===== src/rtl/lfsr_seq_ctrl_pkg.sv =====
// Shared constants for the LFSR sequencer: FSM state codes, default widths,
// the fixed hardware seed shared by generator and checker, and small helpers.
package lfsr_seq_ctrl_pkg;

  localparam int DATA_W_DEF       = 8;
  localparam int CNT_W_DEF        = 16;
  localparam int DIV_W_DEF        = 4;
  localparam int LOCK_TIMEOUT_DEF = 64;

  localparam logic [7:0] HW_SEED = 8'h01;

  localparam int ST_W = 3;
  localparam logic [ST_W-1:0] ST_IDLE = 3'd0;
  localparam logic [ST_W-1:0] ST_LOAD = 3'd1;
  localparam logic [ST_W-1:0] ST_ACQ  = 3'd2;
  localparam logic [ST_W-1:0] ST_RUN  = 3'd3;
  localparam logic [ST_W-1:0] ST_DONE = 3'd4;

  function automatic logic st_is_busy(input logic [ST_W-1:0] st);
    return (st == ST_LOAD) || (st == ST_ACQ) || (st == ST_RUN);
  endfunction

endpackage


===== src/rtl/lfsr_seq_ctrl_if.sv =====
// Control/status bundle between the register block (master) and the
// sequencer (slave); also carries the checker lock flag.
interface lfsr_seq_ctrl_if #(
  parameter int DATA_W = 8,
  parameter int CNT_W  = 16,
  parameter int DIV_W  = 4
);
  logic              i_start;
  logic              i_abort;
  logic [DATA_W-1:0] i_seed;
  logic [CNT_W-1:0]  i_num_words;
  logic [DIV_W-1:0]  i_div;
  logic              i_lock;
  logic              o_soft_reset;
  logic [DATA_W-1:0] o_seed;
  logic              o_valid;
  logic              o_busy;
  logic              o_done;
  logic              o_pass;
  logic [CNT_W-1:0]  o_word_cnt;
  logic [CNT_W-1:0]  o_loss_cnt;

  modport slave (
    input  i_start, i_abort, i_seed, i_num_words, i_div, i_lock,
    output o_soft_reset, o_seed, o_valid, o_busy, o_done, o_pass,
           o_word_cnt, o_loss_cnt
  );

  modport master (
    output i_start, i_abort, i_seed, i_num_words, i_div, i_lock,
    input  o_soft_reset, o_seed, o_valid, o_busy, o_done, o_pass,
           o_word_cnt, o_loss_cnt
  );
endinterface


===== src/rtl/lfsr_seq_ctrl_rate_div.sv =====
// Valid-rate divider: registered tick every (i_div+1) enabled cycles.
// i_load/i_en describe the *next* cycle so the tick itself is a flop output.
module lfsr_seq_ctrl_rate_div #(
  parameter int DIV_W = 4
) (
  input  logic             clk,
  input  logic             i_rst_n,
  input  logic             i_load,
  input  logic             i_en,
  input  logic [DIV_W-1:0] i_div,
  output logic             o_tick
);

  logic [DIV_W-1:0] r_cnt;
  logic [DIV_W-1:0] w_cnt_next;
  logic             r_tick;

  // r_cnt is the divider value of the current cycle; it wraps on a tick.
  always_comb begin
    w_cnt_next = r_cnt + DIV_W'(1);
    if (i_load || r_tick) begin
      w_cnt_next = '0;
    end
  end

  always_ff @(posedge clk or negedge i_rst_n) begin
    if (!i_rst_n) begin
      r_cnt  <= '0;
      r_tick <= 1'b0;
    end else if (!i_en) begin
      r_cnt  <= '0;
      r_tick <= 1'b0;
    end else begin
      r_cnt  <= w_cnt_next;
      r_tick <= (w_cnt_next == i_div);
    end
  end

  assign o_tick = r_tick;

endmodule


===== src/rtl/lfsr_seq_ctrl.sv =====
// Sequencer for the Galois LFSR generator/checker pair: seed load, paced
// valid strobes, lock acquisition with timeout, word run and pass/fail.
module lfsr_seq_ctrl
  import lfsr_seq_ctrl_pkg::*;
#(
  parameter int DATA_W       = DATA_W_DEF,
  parameter int CNT_W        = CNT_W_DEF,
  parameter int LOCK_TIMEOUT = LOCK_TIMEOUT_DEF,
  parameter int DIV_W        = DIV_W_DEF
) (
  input  logic                clk,
  input  logic                i_rst_n,
  lfsr_seq_ctrl_if.slave      io_bus
);

  localparam int ACQ_W = $clog2(LOCK_TIMEOUT + 1);

  logic [ST_W-1:0]   r_state;
  logic [DATA_W-1:0] r_seed;
  logic [CNT_W-1:0]  r_num_words;
  logic [DIV_W-1:0]  r_div;
  logic [CNT_W-1:0]  r_word_cnt;
  logic [CNT_W-1:0]  r_loss_cnt;
  logic [ACQ_W-1:0]  r_acq_cnt;
  logic              r_lock_prev;
  logic              r_pass;
  logic              r_done;
  logic              r_busy;
  logic              r_soft_reset;

  logic [ST_W-1:0]   w_state_next;
  logic              w_accept;
  logic              w_valid;
  logic [CNT_W-1:0]  w_word_inc;
  logic [CNT_W-1:0]  w_loss_next;
  logic [ACQ_W-1:0]  w_acq_inc;
  logic              w_pass_run;
  logic              w_div_load;
  logic              w_div_en;

  always_comb begin
    w_state_next = r_state;
    w_accept     = 1'b0;
    w_word_inc   = r_word_cnt + CNT_W'(1);
    w_acq_inc    = r_acq_cnt + ACQ_W'(1);
    w_loss_next  = r_loss_cnt;
    // Lock loss is a falling edge of the checker flag seen while running.
    if ((r_state == ST_RUN) && r_lock_prev && !io_bus.i_lock && (r_loss_cnt != '1)) begin
      w_loss_next = r_loss_cnt + CNT_W'(1);
    end
    w_pass_run = (w_loss_next == '0) && io_bus.i_lock;

    case (r_state)
      ST_IDLE, ST_DONE: begin
        if (io_bus.i_start) begin
          w_state_next = ST_LOAD;
          w_accept     = 1'b1;
        end
      end
      ST_LOAD: w_state_next = ST_ACQ;
      ST_ACQ: begin
        if (io_bus.i_lock) begin
          w_state_next = ST_RUN;
        end else if (w_valid && (w_acq_inc == ACQ_W'(LOCK_TIMEOUT))) begin
          w_state_next = ST_DONE;
        end
      end
      ST_RUN: begin
        if (r_num_words == '0) begin
          w_state_next = ST_DONE;
        end else if (w_valid && (w_word_inc == r_num_words)) begin
          w_state_next = ST_DONE;
        end
      end
      default: w_state_next = ST_IDLE;
    endcase

    if (io_bus.i_abort) begin
      w_state_next = ST_IDLE;
      w_accept     = 1'b0;
    end
  end

  // A zero-length run must not strobe, so the divider stays off for it.
  assign w_div_load = (r_state == ST_LOAD) && (w_state_next == ST_ACQ);
  assign w_div_en   = (w_state_next == ST_ACQ) ||
                      ((w_state_next == ST_RUN) && (r_num_words != '0));

  lfsr_seq_ctrl_rate_div #(
    .DIV_W (DIV_W)
  ) u_rate_div (
    .clk     (clk),
    .i_rst_n (i_rst_n),
    .i_load  (w_div_load),
    .i_en    (w_div_en),
    .i_div   (r_div),
    .o_tick  (w_valid)
  );

  always_ff @(posedge clk or negedge i_rst_n) begin
    if (!i_rst_n) begin
      r_state      <= ST_IDLE;
      r_seed       <= '0;
      r_num_words  <= '0;
      r_div        <= '0;
      r_word_cnt   <= '0;
      r_loss_cnt   <= '0;
      r_acq_cnt    <= '0;
      r_lock_prev  <= 1'b0;
      r_pass       <= 1'b0;
      r_done       <= 1'b0;
      r_busy       <= 1'b0;
      r_soft_reset <= 1'b0;
    end else begin
      r_state      <= w_state_next;
      r_lock_prev  <= io_bus.i_lock;
      r_soft_reset <= (w_state_next == ST_LOAD);
      r_busy       <= st_is_busy(w_state_next);
      r_done       <= (w_state_next == ST_DONE) && (r_state != ST_DONE);

      if (w_accept) begin
        r_seed      <= io_bus.i_seed;
        r_num_words <= io_bus.i_num_words;
        r_div       <= io_bus.i_div;
        r_word_cnt  <= '0;
        r_loss_cnt  <= '0;
        r_acq_cnt   <= '0;
        r_pass      <= 1'b0;
      end else if (io_bus.i_abort) begin
        r_pass <= 1'b0;
      end else begin
        case (r_state)
          ST_ACQ: begin
            if (w_valid) begin
              r_acq_cnt <= w_acq_inc;
            end
            if (w_state_next == ST_DONE) begin
              r_pass <= 1'b0;
            end
          end
          ST_RUN: begin
            r_loss_cnt <= w_loss_next;
            if (w_valid) begin
              r_word_cnt <= w_word_inc;
            end
            if (w_state_next == ST_DONE) begin
              r_pass <= w_pass_run;
            end
          end
          default: ;
        endcase
      end
    end
  end

  assign io_bus.o_soft_reset = r_soft_reset;
  assign io_bus.o_seed       = r_seed;
  assign io_bus.o_valid      = w_valid;
  assign io_bus.o_busy       = r_busy;
  assign io_bus.o_done       = r_done;
  assign io_bus.o_pass       = r_pass;
  assign io_bus.o_word_cnt   = r_word_cnt;
  assign io_bus.o_loss_cnt   = r_loss_cnt;

endmodule

===== src/flat_wrapper.sv =====
// flat-port wrapper written by rule: the top's interface ports become plain ports
module lfsr_seq_ctrl_flat import lfsr_seq_ctrl_pkg::*;
#(
  parameter int DATA_W       = DATA_W_DEF,
  parameter int CNT_W        = CNT_W_DEF,
  parameter int LOCK_TIMEOUT = LOCK_TIMEOUT_DEF,
  parameter int DIV_W        = DIV_W_DEF
)
  (clk, i_rst_n, io_bus_i_start, io_bus_i_abort, io_bus_i_seed, io_bus_i_num_words, io_bus_i_div, io_bus_i_lock, io_bus_o_soft_reset, io_bus_o_seed, io_bus_o_valid, io_bus_o_busy, io_bus_o_done, io_bus_o_pass, io_bus_o_word_cnt, io_bus_o_loss_cnt);
  lfsr_seq_ctrl_if #(.DATA_W(DATA_W), .CNT_W(CNT_W), .DIV_W(DIV_W)) io_bus_i ();
  input  logic clk;
  input  logic i_rst_n;
  input wire logic [$bits(io_bus_i.i_start)-1:0] io_bus_i_start;
  input wire logic [$bits(io_bus_i.i_abort)-1:0] io_bus_i_abort;
  input wire logic [$bits(io_bus_i.i_seed)-1:0] io_bus_i_seed;
  input wire logic [$bits(io_bus_i.i_num_words)-1:0] io_bus_i_num_words;
  input wire logic [$bits(io_bus_i.i_div)-1:0] io_bus_i_div;
  input wire logic [$bits(io_bus_i.i_lock)-1:0] io_bus_i_lock;
  output wire logic [$bits(io_bus_i.o_soft_reset)-1:0] io_bus_o_soft_reset;
  output wire logic [$bits(io_bus_i.o_seed)-1:0] io_bus_o_seed;
  output wire logic [$bits(io_bus_i.o_valid)-1:0] io_bus_o_valid;
  output wire logic [$bits(io_bus_i.o_busy)-1:0] io_bus_o_busy;
  output wire logic [$bits(io_bus_i.o_done)-1:0] io_bus_o_done;
  output wire logic [$bits(io_bus_i.o_pass)-1:0] io_bus_o_pass;
  output wire logic [$bits(io_bus_i.o_word_cnt)-1:0] io_bus_o_word_cnt;
  output wire logic [$bits(io_bus_i.o_loss_cnt)-1:0] io_bus_o_loss_cnt;
  assign io_bus_i.i_start = io_bus_i_start;
  assign io_bus_i.i_abort = io_bus_i_abort;
  assign io_bus_i.i_seed = io_bus_i_seed;
  assign io_bus_i.i_num_words = io_bus_i_num_words;
  assign io_bus_i.i_div = io_bus_i_div;
  assign io_bus_i.i_lock = io_bus_i_lock;
  assign io_bus_o_soft_reset = io_bus_i.o_soft_reset;
  assign io_bus_o_seed = io_bus_i.o_seed;
  assign io_bus_o_valid = io_bus_i.o_valid;
  assign io_bus_o_busy = io_bus_i.o_busy;
  assign io_bus_o_done = io_bus_i.o_done;
  assign io_bus_o_pass = io_bus_i.o_pass;
  assign io_bus_o_word_cnt = io_bus_i.o_word_cnt;
  assign io_bus_o_loss_cnt = io_bus_i.o_loss_cnt;
  lfsr_seq_ctrl #(.DATA_W(DATA_W), .CNT_W(CNT_W), .LOCK_TIMEOUT(LOCK_TIMEOUT), .DIV_W(DIV_W)) u_core (.clk(clk), .i_rst_n(i_rst_n), .io_bus(io_bus_i));
endmodule

===== config.mk =====
export PLATFORM = sky130hd
export DESIGN_NAME = lfsr_seq_ctrl_flat
export DESIGN_NICKNAME = d
export VERILOG_FILES = /design/src/rtl/lfsr_seq_ctrl_pkg.sv /design/src/rtl/lfsr_seq_ctrl_if.sv /design/src/rtl/lfsr_seq_ctrl_rate_div.sv /design/src/rtl/lfsr_seq_ctrl.sv /design/src/flat_wrapper.sv
export SDC_FILE = /design/constraint.sdc
export NUM_CORES = 1
export LEC_CHECK = 0
export ABC_AREA = 1
export BUFFER_PORTS_ARGS = -buffer_cell sky130_fd_sc_hd__buf_2
export CORE_ASPECT_RATIO = 0.5
export CORE_UTILIZATION = 55
export DETAILED_ROUTE_END_ITERATION = 10
export PLACE_DENSITY = 0.88
export SYNTH_ARGS = -nofsm -noshare
export SYNTH_HDL_FRONTEND = slang
export SYNTH_SLANG_ARGS = --single-unit

===== constraint.sdc =====
create_clock -name clk -period 2.84 [get_ports clk]
set_clock_uncertainty 0.15 [all_clocks]
set_input_delay 0.568 -clock clk [delete_from_list [all_inputs] [get_ports clk]]
set_output_delay 0.568 -clock clk [all_outputs]
set_load 0.01 [all_outputs]

==> summary by stage, run 1 <==
Run status
The flow ran to the end, and the final reports show no timing, DRC or antenna violations.

Yosys
Counting every instance in the synthesized netlist gives ~640. In this run, synthesis inferred 0 flip-flops with an integrated enable. A synthesized cell averages 7.225 sq um.

In this run the cell area of the synthesized design comes to about 0.0046 sq mm. The biggest area contributor in the post-synthesis netlist is sky130_fd_sc_hd__dfrtp_1. Yosys mapped the design onto 35 distinct sky130hd cell types. The main flop type after synthesis is sky130_fd_sc_hd__dfrtp_1. The fraction of synthesized cell area taken by the top area cell type is 43.09%.

By area the synthesized netlist is led by sky130_fd_sc_hd__dfrtp_1, sky130_fd_sc_hd__nand2_1, sky130_fd_sc_hd__inv_1. For this run, the register share of the synthesized area comes to 43.09%. The number of nets handed over by synthesis was 681. The Yosys step of the flow raised 0 warnings. Counting flops with an async set or reset pin after synthesis yields a share of 100.0%. The number of synthesized register bits is 80.

Detailed routing
In the routed design, unresolved DRC markers number 0. The overall routed net length is 11.47 mm. The number of DRC markers after the initial detailed-route iteration is 336. In the routed layout, each cell is associated on average with a via count of around 5.5. The number of vias in the routed layout is 4597. In this run the remaining antenna-violating nets after routing total 0. The first detailed-routing pass ran for 6 iterations. The routed wirelength normalized by instance count is 13.60 microns.

Floorplanning
The area inside the core boundary is around 0.0081 sq mm. Once the floorplan was initialized, standard cells occupied between 50% and 60% of the core. Row generation in the floorplan step produced 23 rows.

The vertical extent of the die is around 67 microns. Measured along the x axis, the die boundary spans between 100 and 150 microns. During I/O placement, the number of pins put on the boundary was 78. The die area is around 0.0088 sq mm.

Placement
Summed over all nets, the half-perimeter wirelength after detailed placement is 8.218 mm. The placed instance count is ~830. The global placer's final weighted congestion is 0.8822. The number of input and output port buffers inserted is 77.

Setup path
At the worst endpoint, the arrival time is 2670 ps. The most frequent cell on the critical path is sky130_fd_sc_hd__nand2_1. Traced cell by cell, the critical path runs through ha_2 > nand3_1 > nor2_2 > nand3_1 > nand2_1 > nand3_1 > nand2_1 > nand2_1 > nor2_1 > nand3_2 > nand2_1 > nand2_1 > nand2_1 > nand3_1 > nand3_1 > nand2_1. The slack of the worst reg-to-reg path is 250 ps. Data on the critical path is required at its endpoint by about 2900 ps. The worst setup path is captured at a register. The element type at the critical path start is a register. The number of buffers and inverters on the critical path is 0. The slowest library cell on the worst path is sky130_fd_sc_hd__dfrtp_1.

Grouping stages by cell kind, the critical path spends the most delay in simple AND/OR/NAND/NOR gates. The maximum net fanout on the critical path is 7. The largest incremental delay on the critical path is 450 ps. The worst setup path is of the register to register kind.

STA
The final count of pins violating max slew came to 0. The worst pin sits at a relative slew slack of 61.81%. Setup repair after global routing left no endpoint under its margin. Final hold analysis gives a worst-case slack of roughly 18 ps. Setup violations remaining at the end of the flow were counted as 0.

The slew of the pin with the lowest slew margin is 571.5 ps. Derived from the worst setup path, the maximum achievable clock frequency is between 300 and 400 MHz. The worst path needs 2587 ps of the cycle, external delays included. The share of the clock period used by the worst path after layout is 91.09%. The total negative slack for setup checks is 0 ps. The count of endpoints failing hold in the final timing report is 0.

CTS
For the worst-skew pair, the clock arrives at the later sink with an insertion delay of 340 ps. The number of post-CTS setup repair buffers is 0. The H-tree generated during clock tree synthesis spans 3 levels. The hold buffer count at CTS is 0. No sink is reached through more buffers than the 2 on the longest clock path. Clock-pin slew was measured on the worst setup and hold paths at 60 ps. TritonCTS built the clock tree. The clock sink total is 80.

The buffer type at the clock tree root is sky130_fd_sc_hd__clkbuf_16. The quantity of gates resized following cts is 0. Counting the buffers created by CTS gives 9.

Global routing
The global route total overflow is 0. The first global-routing pass estimated around 18 mm of wire. The number of antenna violations at the first check in global routing was 0.

Global routing used 26.98% of the available tracks across all layers. The via count of the first global-routing pass came to 4104. Entering global routing, the biggest net connects a little under 50 pins.

Power and ir drop
The worst vdd rail ir drop is between 0.4 and 0.5 mV. After layout, the design draws a total of 0.003245 W. Of the total power, the clock network draws 36.8%. The total net switching power is 0.001002 W. The proportion of power drawn by flip-flops and latches is 44.2%. The combinational fraction of design power is 19.0%. The leakage component of the power is ~2.9 nW.

Cell internal power was estimated by the tool at 0.002243 W. In this run the power density over the cells is between 500 and 600 mW/mm^2. Net switching is 30.89% of the power.

Finish
The number of nets at the end of the flow is ~760. The final instance count without filler cells is 843. 0 antenna diodes ended up in the layout. The post-synthesis to final-layout area growth is 18.45%.

Cells with a size suffix above 1 make up ~17% of the layout. The filler cell count is about 670.

Flow run
The number of violations of the max-capacitance limit is 0.

Min path
The kind of path behind the tightest hold check is primary input to asynchronous set/reset pin.
==> placed cells by master, fill, tap and decap left out, drive strengths merged <==
cell,Yosys,final
a21oi,1,1
a22oi,1,1
a31oi,1,1
a32o,1,1
and2,1,1
buf,4,84
bufinv,0,1
clkbuf,8,10
clkinv,0,4
clkinvlp,0,1
dfrtp,80,80
ha,5,5
inv,79,79
nand2,238,238
nand3,56,56
nand3b,6,6
nand4,12,12
nor2,60,60
nor3,8,8
nor4,4,4
o21ai,21,21
o22ai,30,30
o31ai,1,1
or2,3,3
xnor2,5,5
xor2,18,18
==> final timing paths <==
path | startpoint | endpoint | cells past startpoint
setup / recovery | u_core.io_bus.o_word_cnt[0] | u_core.io_bus.o_pass | 16
hold / removal | i_rst_n | u_core.io_bus.o_loss_cnt[13] | 1
max in group asynchronous | i_rst_n | u_core.io_bus.o_word_cnt[15] | 2
min in group clk | io_bus_i_lock | u_core.r_lock_prev | 1
setup reg to reg | u_core.io_bus.o_word_cnt[0] | u_core.io_bus.o_pass | 16
hold reg to reg | u_core.io_bus.o_seed[2] | u_core.io_bus.o_seed[2] | 2
==> power groups by stage <==
stage	clock network, W	registers, W	logic (W)
after global placement	0	0.00144	0.000586
after floorplan	0	0.00143	0.000389
after global routing	0.00125	0.00145	0.000695
after detailed placement	0	0.00145	0.000611
after CTS	0.00120	0.00143	0.000615
final	0.00119	0.00144	0.000615
==> state kept, by name, summed over array words and instances (netlist names), 3 cells and up <==
| signal | flops |
|---|---|
| u_core.io_bus.o_loss_cnt | 16 |
| u_core.io_bus.o_seed | 8 |
| u_core.io_bus.o_word_cnt | 16 |
| u_core.r_acq_cnt | 7 |
| u_core.r_div | 4 |
| u_core.r_num_words | 16 |
| u_core.r_state | 3 |
| u_core.u_rate_div.r_cnt | 4 |
==> metrics by stage <==
step           area [sq um]  util [%]  worst slack (ps)
6_report               5503     68.05             253.1
5_1_grt                5503     68.05             8.311
4_1_cts                5495     67.96             223.6
3_5_place_dp           5187     64.15             266.7
3_3_place_gp           5187     64.15             356.2
2_1_floorplan          4646         -             529.3
==> layer usage <==
metal / vias up / GRT usage, % / wire length, microns
li1: 2230 / - / -
met4: 0 / 12.50 / 291
met5: - / 0 / 0
met2: 196 / 47.69 / 5550
met3: 32 / 6.088 / 808
met1: 2139 / 32.01 / 4817
==> layout make-up <==
cell class	instances	area (sq um)	share of cell area [%]
repair buffers	84	452.9	8.231
clock buffers	10	239.0	4.343
flip-flops and latches	80	2002	36.38
inverters	79	296.5	5.389
clock inverters	6	68.82	1.251
multi-input cells	472	2303	41.86
well taps	112	140.1	2.547
==> Yosys cell counts, types with 6 or more instances <==
library cell,number
sky130_fd_sc_hd__o22ai_1,30
sky130_fd_sc_hd__clkbuf_1,8
sky130_fd_sc_hd__inv_1,75
sky130_fd_sc_hd__o21ai_0,19
sky130_fd_sc_hd__nor3_1,6
sky130_fd_sc_hd__nor2_2,7
sky130_fd_sc_hd__xor2_1,18
sky130_fd_sc_hd__nand2_1,236
sky130_fd_sc_hd__dfrtp_1,80
sky130_fd_sc_hd__nand4_1,12
sky130_fd_sc_hd__nand3_1,52
sky130_fd_sc_hd__nand3b_1,6
sky130_fd_sc_hd__nor2_1,51
==> cells by family (layout without fill, tap and decap cells) <==
| logic type | after synthesis | in the layout | share of synthesized area, % |
|---|---|---|---|
| DFF | 80 | 80 | 43.09 |
| and+or+nand+nor | 388 | 388 | 36.22 |
| buffers and inverters | 91 | 179 | 7.541 |
| AOI/OAI and AO/OA | 56 | 56 | 7.460 |
| xor gates and xnor gates | 23 | 23 | 4.336 |
| adders and majority gates | 5 | 5 | 1.347 |
Note: power is estimated with default switching activity, not from simulation.
==> run 2: changes to the inputs <==
==> constraint.sdc (replaced) <==
create_clock -name clk -period 2.84 [get_ports clk]
set_clock_uncertainty 0.15 [all_clocks]
set_input_delay 0.142 -clock clk [delete_from_list [all_inputs] [get_ports clk]]
set_output_delay 0.142 -clock clk [all_outputs]
set_load 0.01 [all_outputs]
==> summary by stage, run 2 (synthesized netlist as in run 1, its figures left out) <==
Finish
The antenna cell count is 0. The library cell used most frequently in the layout, excluding fill and tap cells, is sky130_fd_sc_hd__nand2_1. After routing the design area is 0.005813 sq mm.

The fraction of layout instances using a drive strength above 1 is about 17%. The post-synthesis to final-layout area growth is 25.13%. The number of nets at the end of the flow is between 700 and 800. The filler cell count is 586.

In the layout the commonest cells are sky130_fd_sc_hd__nand2_1, sky130_fd_sc_hd__dfrtp_1, sky130_fd_sc_hd__buf_2, sky130_fd_sc_hd__inv_1, sky130_fd_sc_hd__nand3_1. The final instance count without filler cells is 873.

STA
The final count of pins violating max slew is 0. The max-slew headroom at the worst pin is 32.13%. The count of endpoints failing hold in the final timing report came to 0.

The routed design could run at a clock period as short as roughly 2600 ps. At the pin with the least slew margin, the transition time is 1018 ps. After layout, the worst path uses 91.01% of the clock period. Setup violations remaining at the end of the flow were counted as 0. Adding up every negative setup slack in the final design gives 0 ps. Once routing completed, OpenROAD measured the worst setup slack at 255.4 ps. For this run, the top clock speed supported by timing is 386.9 MHz.

Placement
The placed instance count is around 830. The post-detailed-placement half-perimeter wirelength is 8.204 mm. Routability-driven placement finished with a final weighted congestion of 0.9156. The number of input and output port buffers inserted is 77. OpenSTA, run right after detailed placement, puts the worst setup slack at approximately 240 ps. After detailed placement, the total cell area comes to 0.005167 sq mm.

CTS
The clock reaches the later pin of the worst-skew pair after ~340 ps. After clock tree synthesis, the clock-pin slew on the worst setup and hold paths is 60 ps. Counting along the longest clock path gives a buffer depth of 2. The total number of H-tree levels is 3.

Clock tree synthesis found a total of 80 sinks. TritonCTS built the clock tree. In this run, CTS created clock tree buffers numbering 9.

The buffer type at the clock tree root is sky130_fd_sc_hd__clkbuf_16.

Global routing
The first global-routing pass estimated 19.93 mm of wire. Entering global routing, the biggest net connects 81 pins. The number of antenna violations at the first check in global routing is 0. For this run, the total global-route usage over all layers was measured as 29.19%. The global route total overflow is 0.

The via count of the first global-routing pass is 4346.

Min path
The worst hold path passes through 8 cells. The worst hold path terminates at u_core.r_state[2]. The tightest min-delay check is of the primary input to register type. The worst min-delay path startpoint is io_bus_i_start.

Floorplanning
The die is 132.0 microns wide. The floorplan step set the die height to approximately 67 microns. Row generation in the floorplan step produced 23 rows. Once the floorplan was initialized, standard cells occupied 57.45% of the core. The I/O pin total is 78.

The die area is about 0.0088 sq mm. The area inside the core boundary is 0.008087 sq mm.

Setup path
In this run the critical register-to-register path is launched from u_core.io_bus.o_word_cnt[0]. The type of the setup path with the least slack is register to register. Data arrives at the worst endpoint at 2670 ps. The endpoint identified for the worst register-to-register timing path is u_core.io_bus.o_busy. The maximum net fanout on the critical path is 7. The worst setup path is captured at a register. The data required time of the worst path is between 2000 and 3000 ps. The element type at the critical path start is a register. The path depth of the worst reg2reg path is 15.

The worst setup path startpoint is u_core.io_bus.o_word_cnt[0]. Setup slack on the worst reg-to-reg path comes out at around 260 ps.

Detailed routing
After detailed routing, the average wire length per cell comes to 14.13 microns. The overall routed net length is roughly 12 mm. The via-per-instance ratio is 5.483.

The routed layout has 4787 vias. After the first detailed-routing iteration, the DRC count stood at 375. After detailed routing, the number of remaining DRC violations is 0. The count of antenna-violating nets left after detailed routing is 0.

The first TritonRoute pass finished after 5 iterations.

Power and ir drop
The analysis attributes to cell leakage a power of 2.982 nW. The total power consumption of the routed design is 0.003307 W. VDD sags by at most 0.3181 mV.

The power density over the cells is between 500 and 600 mW/mm^2.

Run status
The flow ran to the end, and the final reports show no timing, DRC or antenna violations.

Flow run
The number of violations of the max-capacitance limit is 0.
[run 2: cell types whose count changed in the layout (fill, tap and decap cells not counted), sizes merged]
| cell | before | now |
|---|---|---|
| buf | 84 | 85 |
| clkbuf | 10 | 11 |
| clkinv | 4 | 1 |
| dlygate4sd3 | 0 | 31 |
[run 2: worst max path at each step]
stage	slack, ps	depth (start not counted)	to
2_1_floorplan	530	15	u_core.io_bus.o_busy
3_3_place_gp	350	15	u_core.io_bus.o_busy
3_5_place_dp	240	15	u_core.io_bus.o_pass
4_1_cts	210	15	u_core.io_bus.o_pass
5_1_grt	-20	16	u_core.io_bus.o_pass
6_report	260	15	u_core.io_bus.o_busy
[run 2: area by class of cell]
type / count / area (sq um) / share of cell area [%]
clock buffers: 11 / 252.7 / 4.348
multi-input cells: 472 / 2308 / 39.71
inverters: 79 / 296.5 / 5.101
repair buffers: 116 / 770.7 / 13.26
clock inverters: 3 / 42.54 / 0.7318
well taps: 112 / 140.1 / 2.411
flip-flops and latches: 80 / 2002 / 34.44
[run 2: worst max-delay path, stage by stage (launching register included)]
cell and delay [ps]:
sky130_fd_sc_hd__dfrtp_1 460, sky130_fd_sc_hd__ha_2 270, sky130_fd_sc_hd__nand3_1 210, sky130_fd_sc_hd__nor2_4 210, sky130_fd_sc_hd__nand3_1 120, sky130_fd_sc_hd__nand2_1 100, sky130_fd_sc_hd__nand3_1 60, sky130_fd_sc_hd__nand2_1 90
sky130_fd_sc_hd__nand2_1 50, sky130_fd_sc_hd__nor2_1 110, sky130_fd_sc_hd__nand3_2 120, sky130_fd_sc_hd__nand3_2 110, sky130_fd_sc_hd__nand3_2 80, sky130_fd_sc_hd__nand2_1 80, sky130_fd_sc_hd__inv_2 40, sky130_fd_sc_hd__or2_1 210
[run 2: repair_timing]
action,in CTS,in global routing
buffers inserted,0,2
resized for setup,0,4
setup endpoints to repair,0,7
hold buffers,31,0
endpoints found under the hold margin,110,0
[run 2: routing by layer]
layer,global-route usage (%),routed length (microns)
met5,0,0
met4,13.23,400
met3,7.610,974
met1,34.42,4972
met2,51.12,5987
[run 2: metrics by stage]
stage	util (%)	hold slack, ps
floorplan	-	-303.6
global placement	63.90	188.9
detailed placement	63.90	185.1
CTS	71.39	156.9
global route	71.89	233.0
finish	71.89	164.3
[run 2: power by group]
group	switching (W)	internal, W
clock	0.000477	0.000718
sequential	0.000148	0.00130
combinational	0.000400	0.000266
total	0.00103	0.00228
==> run 3: changes to the inputs <==
--- a/config.mk
+++ b/config.mk
@@ -7,10 +7,12 @@
 export LEC_CHECK = 0
 export ABC_AREA = 1
 export BUFFER_PORTS_ARGS = -buffer_cell sky130_fd_sc_hd__buf_2
+export CAP_MARGIN = 30
 export CORE_ASPECT_RATIO = 0.5
-export CORE_UTILIZATION = 55
+export CORE_UTILIZATION = 51
 export DETAILED_ROUTE_END_ITERATION = 10
-export PLACE_DENSITY = 0.88
+export HOLD_SLACK_MARGIN = 0.02
+export PLACE_DENSITY = 0.86
 export SYNTH_ARGS = -nofsm -noshare
 export SYNTH_HDL_FRONTEND = slang
 export SYNTH_SLANG_ARGS = --single-unit
==> constraint.sdc (replaced) <==
create_clock -name clk -period 2.1 [get_ports clk]
set_clock_uncertainty 0.15 [all_clocks]
set_input_delay 0.105 -clock clk [delete_from_list [all_inputs] [get_ports clk]]
set_output_delay 0.105 -clock clk [all_outputs]
set_load 0.01 [all_outputs]
==> summary by stage, run 3 (synthesized netlist as in run 1, its figures left out) <==
Global routing
For this run the aggregate overflow at the end of global routing stands at 0. The number of antenna violations at the first check in global routing was 0. The first global-routing pass estimated 25.83 mm of wire. The met2 track demand over resource in global routing is 58.92%. The largest net degree at the start of global routing is 38.

The total global routing track utilization is 35.77%. The met1 layer usage reported by global route is about two fifths. Global routing used 11.04% of the available met3 tracks.

The most used routing layer in global routing is met2. The via count of the first global-routing pass was ~5400.

Power and ir drop
The leakage component of the power is ~3.5 nW. In this run the power density over the cells is about 700 mW/mm^2. The fraction of power spent switching nets is 34.68%.

The total net switching power is 0.001654 W. The clock share of power is a little over a third. Per report_power, the combinational group accounts for 23.0% of the total. In this run, flip-flops and latches consume 41.6% of the power. Internal power comes to 0.003116 W. The worst vdd rail ir drop is 0.5343 mV.

STA
The count of endpoints failing hold in the final timing report is 0. The minimum period implied by the final worst setup slack is 2629 ps. The share of the clock period used by the worst path after layout is 125.2%. Timing would allow up to 380.3 MHz. The least setup slack across all paths after layout is -529.3 ps. Setup total negative slack on the finished layout was measured at -4728 ps.

Setup violations remaining at the end of the flow were counted as 11. Setup repair after global routing could not meet its margin everywhere. The final count of pins violating max slew is 0. The max-slew headroom at the worst pin is 65.67%.

At the pin with the least slew margin, the transition time is 515.0 ps.

Finish
The fraction of layout instances using a drive strength above 1 is 29.43%. Cells fill 76.03% of the core in the end. The finished layout holds 970 standard cells, fillers aside. The library cells used most frequently in the layout, excluding fill and tap cells, are sky130_fd_sc_hd__nand2_1, sky130_fd_sc_hd__buf_4, sky130_fd_sc_hd__dfrtp_1, sky130_fd_sc_hd__buf_2, sky130_fd_sc_hd__inv_1.

The antenna cell count is 0. The filler cells instantiated in the layout total around 570. The library cell used most frequently in the layout, excluding fill and tap cells, is sky130_fd_sc_hd__nand2_1. Compared with the post-synthesis result, the final layout area differs by 43.50%. In the final design database the tool counted 886 nets.

CTS
The tree is rooted in a sky130_fd_sc_hd__clkbuf_16. In this run the number of H-tree levels came out at 3. The register clock-pin slew on the reported worst setup and hold paths is 70 ps. Clock tree synthesis inserted a total of 9 buffers. For this design, the sink count on the clock tree is 80. The maximum root-to-sink buffer count is 2. The clock latency of the later-clocked register in the worst-skew pair is between 300 and 400 ps. TritonCTS built the clock tree.

Detailed routing
The number of vias in the routed layout is roughly 5600. After detailed routing, the number of vias per cell comes to 5.787. The overall routed net length is 16.92 mm. The number of DRC markers after the initial detailed-route iteration is 695. The count of unresolved DRC violations after routing is 0. The detailed-routing iteration count for the pre-antenna-repair pass is 7. Once detail routing completed, the nets flagged for antenna violations numbered 0. The routed wirelength normalized by instance count is ~17 microns.

Placement
The post-detailed-placement half-perimeter wirelength is 9.679 mm. Routability-driven placement finished with a final weighted congestion of 0.9303. The placed instance count is 911.

The worst slack after detailed placement is -287.5 ps. In this run the tool buffered the top-level ports with 77 buffer cells.

Setup path
The worst register-to-register path ends at u_core.io_bus.o_busy. The slack of the worst reg-to-reg path is -530 ps. The data required time of the worst path is 2180 ps. The worst setup path startpoint is u_core.io_bus.o_word_cnt[1].

The path depth of the worst reg2reg path is 15. STA classifies the critical path endpoint as a register. The element type at the critical path start is a register. The critical path data arrival time is 2710 ps. The worst setup path is of the register to register kind. The reg-to-reg startpoint is u_core.io_bus.o_word_cnt[1]. The maximum net fanout on the critical path is 4.

Run status
The run finished, with violations left. The checks that failed: negative setup slack.

Floorplanning
The initial core utilization is 52.98%. The floorplan step defined a core boundary enclosing 0.008768 sq mm. The die covers 0.009518 sq mm. During I/O placement, the number of pins put on the boundary was 78. The width of the die is 137.0 microns.

Row generation in the floorplan step produced 24 rows. The die is 69.49 microns tall.

Min path
The worst hold path terminates at u_core.io_bus.o_pass. The kind of path behind the tightest hold check is primary input to register. The worst min-delay path startpoint is io_bus_i_abort. The hold-critical path depth is 4.

Flow run
The tool flagged a number of max-cap violations equal to 0.
[run 3: how the worst max path moves through the flow]
stage,slack (ps),endpoint
2_1_floorplan,-150,u_core.io_bus.o_pass
3_3_place_gp,-160,u_core.io_bus.o_pass
3_5_place_dp,-290,u_core.io_bus.o_pass
4_1_cts,-190,u_core.io_bus.o_busy
5_1_grt,-630,u_core.io_bus.o_busy
6_report,-530,u_core.io_bus.o_busy
[run 3: power by group through the flow]
stage	registers [W]	logic (W)	clock network, W
2_1_floorplan	0.00194	0.000526	0
3_3_place_gp	0.00195	0.000842	0
3_5_place_dp	0.00196	0.000881	0
4_1_cts	0.00194	0.000956	0.00169
5_1_grt	0.00199	0.00120	0.00175
6_report	0.00198	0.00110	0.00169
[run 3: timing repair]
| item | CTS | global route |
|---|---|---|
| pin swaps | 14 | 15 |
| buffers inserted | 9 | 3 |
| resized for setup | 15 | 21 |
| setup endpoints to repair | 11 | 15 |
| hold endpoints to repair | 111 | 0 |
| hold buffers | 31 | 0 |
[run 3: through the flow]
stage | power, W | hold slack [ps] | area (sq um)
CTS | 0.004587 | 24.60 | 6581
global placement | 0.002796 | -46.50 | 5814
global route | 0.004941 | 60.42 | 6666
detailed placement | 0.002845 | -41.65 | 5814
finish | 0.004770 | 25.02 | 6666
floorplan | 0.002465 | -340.6 | 4661
[run 3: final cells by class]
type / instances / area [sq um] / area share [%]
clock buffers: 9 / 225.2 / 3.378
clock inverters: 7 / 85.08 / 1.276
inverters: 79 / 296.5 / 4.448
multi-input cells: 472 / 2425 / 36.37
flip-flops and latches: 80 / 2006 / 30.09
well taps: 117 / 146.4 / 2.196
repair buffers: 206 / 1483 / 22.24
[run 3: per-layer routing]
layer / wire (microns) / part of all wire [%]
met2: 7770 / 46
met1: 5978 / 35
met4: 1277 / 7.5
met3: 1895 / 11
met5: 0 / 0
[run 3: worst max-delay path, cell delays in order (launching register included)]
cell	delay, ps
sky130_fd_sc_hd__dfrtp_2	420
sky130_fd_sc_hd__ha_4	190
sky130_fd_sc_hd__nand3_2	150
sky130_fd_sc_hd__o21ai_0	370
sky130_fd_sc_hd__nand2_1	150
sky130_fd_sc_hd__nand2_1	90
sky130_fd_sc_hd__nand2_1	50
sky130_fd_sc_hd__inv_1	60
sky130_fd_sc_hd__nand3_2	80
sky130_fd_sc_hd__nor2_2	120
sky130_fd_sc_hd__nand3_2	120
sky130_fd_sc_hd__nand3_2	120
sky130_fd_sc_hd__nand3_2	100
sky130_fd_sc_hd__nand2_2	80
sky130_fd_sc_hd__inv_2	40
sky130_fd_sc_hd__or2_1	210
